### config.mk
export PLATFORM = sky130hd
export DESIGN_NAME = btn_debounce_multi
export DESIGN_NICKNAME = d
export VERILOG_FILES = /design/src/rtl/btn_debounce_multi.sv
export SDC_FILE = /design/constraint.sdc
export NUM_CORES = 1
export LEC_CHECK = 0
export ABC_AREA = 1
export BUFFER_PORTS_ARGS = -buffer_cell sky130_fd_sc_hd__buf_2
export CORE_ASPECT_RATIO = 1.75
export CORE_MARGIN = 1
export CORE_UTILIZATION = 65
export DETAILED_ROUTE_END_ITERATION = 8
export GPL_TIMING_DRIVEN = 0
export PLACE_DENSITY_LB_ADDON = 0.25
export RECOVER_POWER = 100
export SETUP_SLACK_MARGIN = 0.15
export SLEW_MARGIN = 0
export SYNTH_ARGS = -nofsm -noshare
export SYNTH_HDL_FRONTEND = slang
export SYNTH_SLANG_ARGS = --single-unit
### constraint.sdc
create_clock -name clk -period 2.4 [get_ports clk]
set_input_delay 0.48 -clock clk [delete_from_list [all_inputs] [get_ports clk]]
set_output_delay 0.48 -clock clk [all_outputs]
set_load 0.01 [all_outputs]
### src/rtl/btn_debounce_multi.sv
// Multi-channel push-button conditioner: per-channel polarity fix, 2-flop sync,
// 4-state debounce FSM and hold timer producing long-press / auto-repeat pulses.
module btn_debounce_multi #(
  parameter int              NCH           = 7,
  parameter int              DB_CYCLES     = 1000000,
  parameter int              LONG_CYCLES   = 25000000,
  parameter int              REPEAT_CYCLES = 5000000,
  parameter logic [NCH-1:0]  ACTIVE_LOW    = '0
) (
  input  logic           clk,
  input  logic           rst_n,
  input  logic [NCH-1:0] btn,
  output logic [NCH-1:0] db_level,
  output logic [NCH-1:0] press_tick,
  output logic [NCH-1:0] release_tick,
  output logic [NCH-1:0] long_tick,
  output logic [NCH-1:0] repeat_tick
);

  localparam int MAX_AB = (DB_CYCLES > LONG_CYCLES) ? DB_CYCLES : LONG_CYCLES;
  localparam int MAXC   = (MAX_AB > REPEAT_CYCLES) ? MAX_AB : REPEAT_CYCLES;
  localparam int TW     = $clog2(MAXC) + 1;

  localparam logic [TW-1:0] DB_LAST   = TW'(DB_CYCLES - 1);
  localparam logic [TW-1:0] LONG_LAST = TW'(LONG_CYCLES - 1);
  localparam logic [TW-1:0] REP_LAST  = TW'((REPEAT_CYCLES > 0) ? REPEAT_CYCLES - 1 : 0);
  localparam logic [TW-1:0] INC       = TW'(1);
  localparam bit            REP_EN    = (REPEAT_CYCLES != 0);

  typedef enum logic [1:0] {IDLE, DLY0, ONE, DLY1} state_t;

  logic [NCH-1:0] sync1, sync2;

  always_ff @(posedge clk or negedge rst_n) begin
    if (!rst_n) begin
      sync1 <= '0;
      sync2 <= '0;
    end else begin
      sync1 <= btn ^ ACTIVE_LOW;
      sync2 <= sync1;
    end
  end

  for (genvar g = 0; g < NCH; g++) begin : g_ch
    state_t          state, state_nx;
    logic [TW-1:0]   db_t, db_t_nx, hold_t, hold_t_nx;
    logic            rep, rep_nx;
    logic            press_nx, rel_nx, long_nx, rpt_nx, lvl_nx;
    logic            lvl_q, press_q, rel_q, long_q, rpt_q;
    logic            s;

    assign s = sync2[g];

    always_comb begin
      state_nx  = state;
      db_t_nx   = db_t;
      hold_t_nx = hold_t;
      rep_nx    = rep;
      press_nx  = 1'b0;
      rel_nx    = 1'b0;
      long_nx   = 1'b0;
      rpt_nx    = 1'b0;
      case (state)
        IDLE: begin
          if (s) begin
            state_nx = DLY0;
            db_t_nx  = '0;
          end
        end
        DLY0: begin
          if (!s) begin
            state_nx = IDLE;
          end else if (db_t == DB_LAST) begin
            state_nx  = ONE;
            press_nx  = 1'b1;
            hold_t_nx = '0;
            rep_nx    = 1'b0;
          end else begin
            db_t_nx = db_t + INC;
          end
        end
        ONE: begin
          // Hold timer advances on every ONE cycle, including the one leaving for DLY1.
          if (!rep) begin
            if (hold_t == LONG_LAST) begin
              long_nx   = 1'b1;
              hold_t_nx = '0;
              rep_nx    = 1'b1;
            end else begin
              hold_t_nx = hold_t + INC;
            end
          end else if (REP_EN) begin
            if (hold_t == REP_LAST) begin
              rpt_nx    = 1'b1;
              hold_t_nx = '0;
            end else begin
              hold_t_nx = hold_t + INC;
            end
          end
          if (!s) begin
            state_nx = DLY1;
            db_t_nx  = '0;
          end
        end
        DLY1: begin
          if (s) begin
            state_nx = ONE;
          end else if (db_t == DB_LAST) begin
            state_nx = IDLE;
            rel_nx   = 1'b1;
          end else begin
            db_t_nx = db_t + INC;
          end
        end
        default: state_nx = IDLE;
      endcase
      lvl_nx = (state_nx == ONE) || (state_nx == DLY1);
    end

    always_ff @(posedge clk or negedge rst_n) begin
      if (!rst_n) begin
        state   <= IDLE;
        db_t    <= '0;
        hold_t  <= '0;
        rep     <= 1'b0;
        lvl_q   <= 1'b0;
        press_q <= 1'b0;
        rel_q   <= 1'b0;
        long_q  <= 1'b0;
        rpt_q   <= 1'b0;
      end else begin
        state   <= state_nx;
        db_t    <= db_t_nx;
        hold_t  <= hold_t_nx;
        rep     <= rep_nx;
        lvl_q   <= lvl_nx;
        press_q <= press_nx;
        rel_q   <= rel_nx;
        long_q  <= long_nx;
        rpt_q   <= rpt_nx;
      end
    end

    assign db_level[g]     = lvl_q;
    assign press_tick[g]   = press_q;
    assign release_tick[g] = rel_q;
    assign long_tick[g]    = long_q;
    assign repeat_tick[g]  = rpt_q;
  end

endmodule

## Word-level counts from Yosys, hierarchy flattened

Index checks and enable logic that the tools add are counted.

| operators by class | value |
|---|---|
| add/sub/neg operators | 14 |
| eq/ne operators | 91 |
| multiplexer cells | 238 |
| reductions and logical operators | 35 |

Operators by type and width:

| operator | number |
|---|---|
| two-way mux 26 bit | 70 |
| one-hot mux 26 bit (4 select lines) | 7 |
| adder 26 x 1 -> 26 bit (second input constant) | 14 |
| one-hot mux 26 bit (2 select lines) | 7 |
| == test 26 x 20 -> 1 bit (second input constant) | 7 |
| == test 26 x 23 -> 1 bit (second input constant) | 7 |
| == test 26 x 25 -> 1 bit (second input constant) | 7 |
| two-way mux 1 bit | 98 |
| two-way mux 2 bit | 42 |
| != test 2 bit (second input constant) | 35 |
| == test 2 bit (second input constant) | 28 |
| one-hot mux 2 bit (4 select lines) | 7 |
| AND reduction 4 bit | 7 |
| AND reduction 3 bit | 7 |
| == test 2 x 1 -> 1 bit (second input constant) | 7 |
| logical NOT 2 bit | 7 |
| one-hot mux 1 bit (2 select lines) | 7 |
| nonzero test 2 bit | 7 |
| logical OR 1 bit | 7 |

| word-level totals | value |
|---|---|
| register bits | 434 |
| input port bits | 9 |
| output and inout port bits | 35 |

## Longest topological paths before layout

Gate-level depths: netlist of run 1.

| depth | value |
|---|---|
| word-level depth | 6 |
| gate-level depth with buffers | 12 |

## Worst setup path before layout of run 1

Ideal clock, no wire load.

| path | value |
|---|---|
| path type | register to register |
| start point | register g_ch[2].db_t[0] |
| end point | register g_ch[2].db_t[17] |
| setup time | 65 ps |
| arrival time | 1673 ps |
| data required time | 2335 ps |
| path slack | 662 ps |
| cell stages (with the launch flop) | 11 |
| buffers on the path | 1 |
| cells stage by stage | dfrtp_1 -> ha_1 -> nand2_1 -> nor2_4 -> and2_1 -> nand2_1 -> nor2_2 -> nor2_4 -> buf_2 -> nand4_1 -> nand2_1 |

| between the ends | value |
|---|---|
| word-level cells in the longest chain between the ends | 4 |
| elaborated cells on any way between the ends | 6 |

RTL lines:

| item | line | RTL |
|---|---|---|
| start, declared | 46 | `logic [TW-1:0] db_t, db_t_nx, hold_t, hold_t_nx;` |
| start signal, assigned | 133 | `db_t <= db_t_nx;` |
| adder 26 x 1 -> 26 bit or == test 26 x 20 -> 1 bit (tied branches) | n/a |  |
| two-way mux 26 bit (*) | 73, 108 |  |
| two-way mux 26 bit (on tied branches) | 106, 71 |  |
| one-hot mux 26 bit (4 select lines) (*) | 63 | `case (state)` |

Every way passes the cells marked *; elsewhere a longest branch is shown, timed or not. The select of a mux whose other input is x is not followed.
A chain may end at the register's enable or synchronous reset.

## Worst setup path in the final report of run 1

| path | value |
|---|---|
| start point | register g_ch[5].hold_t[0] |
| end point | register g_ch[5].hold_t[16] |

| between the ends | value |
|---|---|
| word-level cells in the longest chain between the ends | 4 |
| elaborated cells on any way between the ends | 7 |

RTL lines:

| item | line | RTL |
|---|---|---|
| start, declared | 46 |  |
| start signal, assigned | 134 | `hold_t <= hold_t_nx;` |
| adder 26 x 1 -> 26 bit (tied with other cells) | 90, 97 |  |
| two-way mux 26 bit (on tied branches) | 85, 93 |  |
| two-way mux 26 bit (*) | 84 | `if (!rep) begin` |
| one-hot mux 26 bit (2 select lines) (*) | 63 |  |

Every way passes the cells marked *; elsewhere a longest branch is shown, timed or not.

==> results of run 1 <==
==> layer usage <==
| layer | global-route usage [%] | wire length (microns) | share of wire, % |
|---|---|---|---|
| met4 | 28.1 | 6250 | 7.7 |
| met1 | 36.3 | 28500 | 35 |
| met5 | 0 | 0 | 0 |
| met3 | 3.89 | 3210 | 4.0 |
| met2 | 68.5 | 43000 | 53 |
==> placed cells by master, fill, tap and decap left out, types with 4 or more instances in the layout <==
cell           n
nand3_1      595
nand2_1     1406
inv_6          4
o21ai_0      162
buf_4         44
nand3_4        4
nor2_4        19
o21bai_1       4
o22ai_1        6
ha_1          14
nor2_1       683
clkinv_2       5
dfrtp_1      433
clkbuf_2      17
buf_12         4
nand3b_1      48
nand2_2        4
clkinvlp_4     5
nor2_2        16
xnor2_1       22
xor2_1       125
or2_2         31
inv_1        408
clkbuf_16     43
buf_6          9
nor3_1        57
buf_1          9
bufinv_16      5
o21ai_1       15
nand4_1       69
clkbuf_1      77
inv_2         16
a21oi_1       18
buf_2         34
nand3_2       10
==> worst paths after layout <==
check,startpoint,slack [ps],end
min in group asynchronous,rst_n,440,g_ch[3].db_t[18]
min reg2reg,sync1[4],350,sync2[4]
max,g_ch[5].hold_t[0],200,g_ch[5].hold_t[16]
min,btn[6],20,sync1[6]
max reg2reg,g_ch[5].hold_t[0],200,g_ch[5].hold_t[16]
max in group asynchronous,rst_n,410,g_ch[2].hold_t[16]
==> layout make-up <==
type | instances | area [sq um]
repair buffers | 52 | 300
fillers | 3940 | 12400
plain buffers | 137 | 813
flip-flops and latches | 434 | 10900
inverters | 430 | 1620
multi-input cells | 3336 | 15400
clock buffers | 55 | 1150
clock inverters | 21 | 265
well taps | 566 | 708
==> repair_timing <==
| item | in CTS | in global routing |
|---|---|---|
| cloned | 0 | 0 |
| endpoints found under the hold margin | 83 | 0 |
| pin swaps | 1 | 1 |
| hold buffers | 3 | 0 |
| gates resized for setup | 4 | 24 |
| buffers inserted | 2 | 1 |
| setup endpoints to repair | 48 | 446 |
==> kinds of logic after synthesis <==
group | Yosys count | share of synthesized area [%]
AO/OA/AOI/OAI | 216 | 4.03
XOR/XNOR | 147 | 4.49
flip-flops | 434 | 37.9
buffers and inverters | 567 | 8.53
AND/OR/NAND/NOR | 2959 | 44.4
adder cells (fa/ha/maj) | 14 | 0.611
==> flip-flops by register name, summed over array words and instances, names as in the netlist <==
name and count:
g_ch.db_t 182, g_ch.hold_t 182, g_ch.long_q 7, g_ch.lvl_q 7, g_ch.press_q 7, g_ch.rel_q 7
g_ch.rep 7, g_ch.rpt_q 7, g_ch.state 14, sync1 7, sync2 7
==> worst register-to-register path, stage by stage, from the launching register on <==
cell     delay, ps
dfrtp_1        400
ha_1           180
nand2_1        110
nor2_2         180
nand2_1        140
nor3_1         390
nand4_4        300
buf_6          240
nand3_1         80
nand2_1         60
==> power groups by stage <==
stage          Sequential (W)  Clock [W]  Combinational [W]
4_1_cts               0.00743    0.00702           0.000543
3_3_place_gp          0.00757          0           0.000504
2_1_floorplan         0.00756          0           0.000260
3_5_place_dp          0.00757          0           0.000534
6_report              0.00744    0.00693           0.000524
5_1_grt               0.00744    0.00728           0.000591
==> through the flow <==
step / total power (W) / TNS (ps) / util (%) / setup slack, ps
after floorplan: 0.00782 / 0 / - / 662
after global placement: 0.00808 / -3334200 / 68.0 / -7750
after detailed placement: 0.00811 / -245 / 68.3 / -29.9
after CTS: 0.0150 / 0 / 71.6 / 159
after global routing: 0.0153 / 0 / 71.6 / 82.3
final: 0.0149 / 0 / 71.6 / 203
==> results_dict.tcl, run 1 <==
set metrics [dict create \
    grt_use_total_pct 36.5 \
    synth.most_common_cell "nand2_1" \
    fmax_mhz 455 \
    synth_top_area_share_pct 37.9 \
    totalWireLength_mm 80.9 \
    ys_ff_latch 434 \
    finalNetCount 4455 \
    grt.overflow.total 0 \
    synth_seq_area_share_pct 37.9 \
    cp_slowest_cell "dfrtp_1" \
    leakage_nw 14.3 \
    synth_area_leader_cell "dfrtp_1" \
    num_rows 101 \
    p_per_area_nw_per_um2 479 \
    synth.area.top_cells "dfrtp_1 38%, nand2_1 18%, nand3_1 10%" \
    netlist_instances 4337 \
    cp-end-kind "register" \
    combPwrFrac_pct 3.5 \
    dp_hpwl_mm 60.6 \
    final_cell_area_sq_um 31100 \
    p_int_w 0.0114 \
    dp_cells 4949 \
    drtPass1Iterations 6 \
    diodes 0 \
    synth_ff_type "dfrtp_1" \
    fp.dieH_microns 280 \
    ant_nets 0 \
    yosysWarnings 0 \
    finalHoldViolCount 0 \
    grt_max_degree 125 \
    placed_area_sq_um 29700 \
    synthesis.area_sq_um 28700 \
    post-route-drc-count 0 \
    vias 28400 \
    hp-class "input pin to register" \
    cts_tree "built" \
    rsz0062_at_grt "yes" \
    coreArea_sq_um 43500 \
    path_max_fanout 10 \
    max-cap-violations 0 \
    initial_utilization_pct 65.9 \
    worst_ir_drop_vdd_mv 0.622 \
    finalCritPeriodShare_pct 91.5 \
    status "finished clean" \
    final-max-slew-violation-count 0 \
    cp_top_family "simple AND/OR/NAND/NOR gates" \
    synth_nets 4360 \
    slew_headroom_pct 53.8 \
    cp_num_cells 9 \
    clkTransAtPathRegs_ps 70 \
    ff2ff_path_depth 9 \
    p_seq_share_pct 49.9 \
    first_iter_violations 1905 \
    hold_ws_ps 18.4 \
    worstHoldPathCells 1 \
    crit_required_ps 2840 \
    avgSynthCellArea_sq_um 6.61 \
    synth_edf_count 0 \
    die_x_microns 161 \
    clock_path_buffers 3 \
    viasPerCell 5.64 \
    path_class "register to register" \
    io_pins 44 \
    switching_share_pct 23.1 \
    numPortBuffers 43 \
    cp.arrival_ps 2640 \
    finalCriticalPeriod_ps 2200 \
    setup_viol 0 \
    synth_commonest_cells "1,403 x nand2_1, 683 x nor2_1, 598 x nand3_1, 434 x dfrtp_1, 406 x inv_1" \
    slowest_delay_ps 400 \
    clock-root-buffer "clkbuf_16" \
    worst-path-buf-inv 1 \
    async_flop_share_pct 100 \
    cts_sinks 434 \
    grt_first_pass_wirelength_mm 133 \
    power_frac_clock_pct 46.5 \
    worst_slew_pin_slew_ps 693 \
    synth_cell_types 49 \
    crit_chain "ha_1 -> nand2_1 -> nor2_2 -> nand2_1 -> nor3_1 -> nand4_4 -> buf_6 -> nand3_1 -> nand2_1" \
    path_common_cell "nand2_1" \
    h-tree-depth 2 \
    antenna_found_initial 0 \
    cts_buffers 41 \
    syn_to_final_growth_pct 8.54 \
    die-area_sq_um 45000 \
    instances_no_fill 5031 \
    start_kind "register" \
    routedWlPerCell_microns 16.1 \
    fin_skew_ps 27.8 \
    grt_pass1_vias 28300 \
    insertion_delay_ps 580 \
    drive_gt1_share_pct 6.56 \
    switchingPower_w 0.00344 \
    gp_congestion 1.01 \
]
Power figures use the tool's default switching activity.
==> inputs of run 2 (changes only) <==
--- a/config.mk
+++ b/config.mk
@@ -8,8 +8,9 @@
 export ABC_AREA = 1
 export BUFFER_PORTS_ARGS = -buffer_cell sky130_fd_sc_hd__buf_2
 export CORE_ASPECT_RATIO = 1.75
-export CORE_MARGIN = 1
 export CORE_UTILIZATION = 65
+export CTS_BUF_LIST = sky130_fd_sc_hd__clkbuf_8 sky130_fd_sc_hd__clkbuf_16
+export CTS_CLUSTER_DIAMETER = 30
 export DETAILED_ROUTE_END_ITERATION = 8
 export GPL_TIMING_DRIVEN = 0
 export PLACE_DENSITY_LB_ADDON = 0.25
==> results_dict.tcl, run 2 (synthesized netlist as in run 1, its figures left out) <==
set metrics [dict create \
    status "finished clean" \
    dp_cells 4949 \
    post-route-drc-count 0 \
    coreArea_sq_um 43500 \
    setup_viol 0 \
    antenna_found_initial 0 \
    rsz0062_at_grt "yes" \
    io_pins 44 \
    final-max-slew-violation-count 0 \
    viasPerCell 5.67 \
    met1_usage_pct 36.5 \
    worstHoldPathCells 1 \
    totalWireLength_mm 83.0 \
    setup_tns_ps 0 \
    grt_first_pass_wirelength_mm 137 \
    place_ws_ps -29.9 \
    initial_utilization_pct 65.9 \
    fillerInstances 3742 \
    gp_congestion 1.01 \
    reg_top3 "g_ch.db_t: 182 flops, g_ch.hold_t: 182 flops, g_ch.state: 14 flops" \
    cts_tree "built" \
    diodes 0 \
    grt_max_degree 125 \
    use_met3_pct 5.94 \
    insertion_delay_ps 600 \
    grtUsageMet2_pct 70.0 \
    clkTransAtPathRegs_ps 50 \
    clock-root-buffer "clkbuf_16" \
    final_cell_mix "1,406 x nand2_1, 684 x nor2_1, 594 x nand3_1" \
    cts_buffers 75 \
    die_x_microns 161 \
    clock_path_buffers 3 \
    path_max_fanout 10 \
    cp.arrival_ps 2690 \
    num_rows 101 \
    grt.overflow.total 0 \
    finalCriticalPeriod_ps 2220 \
    post-route-util_pct 74.3 \
    grt-busiest-layer "met2" \
    drive_gt1_share_pct 7.82 \
    worst_slew_pin_slew_ps 693 \
    leakage_nw 14.9 \
    hold_ws_ps 76.2 \
    grt_pass1_vias 29100 \
    max-cap-violations 0 \
    first_iter_violations 2174 \
    finalNetCount 4492 \
    hp-class "input pin to register" \
    worstReg2RegStart "g_ch[2].db_t[0]" \
    critical_path.startpoint "g_ch[2].db_t[0]" \
    finalCritPeriodShare_pct 92.5 \
    start_kind "register" \
    numPortBuffers 43 \
    crit_required_ps 2870 \
    slew_headroom_pct 53.8 \
    die-area_sq_um 45000 \
    postLayoutSetupSlackWorst_ps 179 \
    instances_no_fill 5093 \
    drtPass1Iterations 6 \
    cp-end-kind "register" \
    fp.dieH_microns 280 \
    ff2ff_path_depth 9 \
    holdCritStartpoint "btn[4]" \
    finalHoldViolCount 0 \
    dp_hpwl_mm 60.6 \
    fin_skew_ps 28.0 \
    cts_sinks 434 \
    grt_use_total_pct 37.6 \
    vias 28900 \
    worst_ir_drop_vdd_mv 0.777 \
    p_per_area_nw_per_um2 582 \
    path_class "register to register" \
    h-tree-depth 3 \
    routedWlPerCell_microns 16.3 \
    ant_nets 0 \
    fmax_mhz 450 \
    mostFrequentLayoutCell "nand2_1" \
    syn_to_final_growth_pct 12.7 \
]
==> run 2: worst paths after layout <==
| path | endpoint | slack (ps) |
|---|---|---|
| max in group asynchronous | g_ch[2].hold_t[14] | 440 |
| hold / removal | sync1[4] | 80 |
| setup / recovery | g_ch[2].hold_t[2] | 180 |
| min in group asynchronous | g_ch[3].db_t[2] | 410 |
| setup reg to reg | g_ch[2].hold_t[2] | 180 |
| hold reg to reg | sync2[4] | 350 |
==> run 2: timing repair <==
action,4_1_cts,5_1_grt
resized for setup,3,25
endpoints found under the setup margin,45,429
hold buffers,6,0
buffers inserted,2,1
pin swaps,1,1
hold endpoints to repair,86,0
==> run 2: critical path, cell delays in order (launching register included) <==
cell     delay [ps]
dfrtp_1         420
ha_1            280
nand2_1         130
inv_1            70
nand3_1          70
nor3_1          430
nand3_2         270
buf_2           270
nand3_1         100
nand2_1          70
==> run 2: per-stage QoR <==
step	cell area, sq um	total power [W]
2_1_floorplan	28700	0.00782
3_3_place_gp	29600	0.00808
6_report	32300	0.0188
5_1_grt	32300	0.0193
3_5_place_dp	29700	0.00811
4_1_cts	32300	0.0189
==> run 2: final cells by class <==
class                      count  area [sq um]  area share [%]
multi-input combinational   3336         15400            47.7
sequential                   434         10900            33.6
timing repair buffer          55           325            1.01
clock buffer                  85          2060            6.38
inverter                     430          1620            5.02
buffer                       137           813            2.52
clock inverter                50           519            1.61
tap                          566           708            2.19
==> run 2: per-layer routing <==
layer | wire [microns] | part of all wire (%)
met5 | 0 | 0
met4 | 6690 | 8.1
met3 | 4070 | 4.9
met2 | 43500 | 52
met1 | 28700 | 35
==> run 2: report_power, final <==
part           total (W)  switching, W  internal, W
logic           0.000526      0.000402     0.000124
clock network     0.0108       0.00401      0.00682
registers        0.00745     0.0000652      0.00738
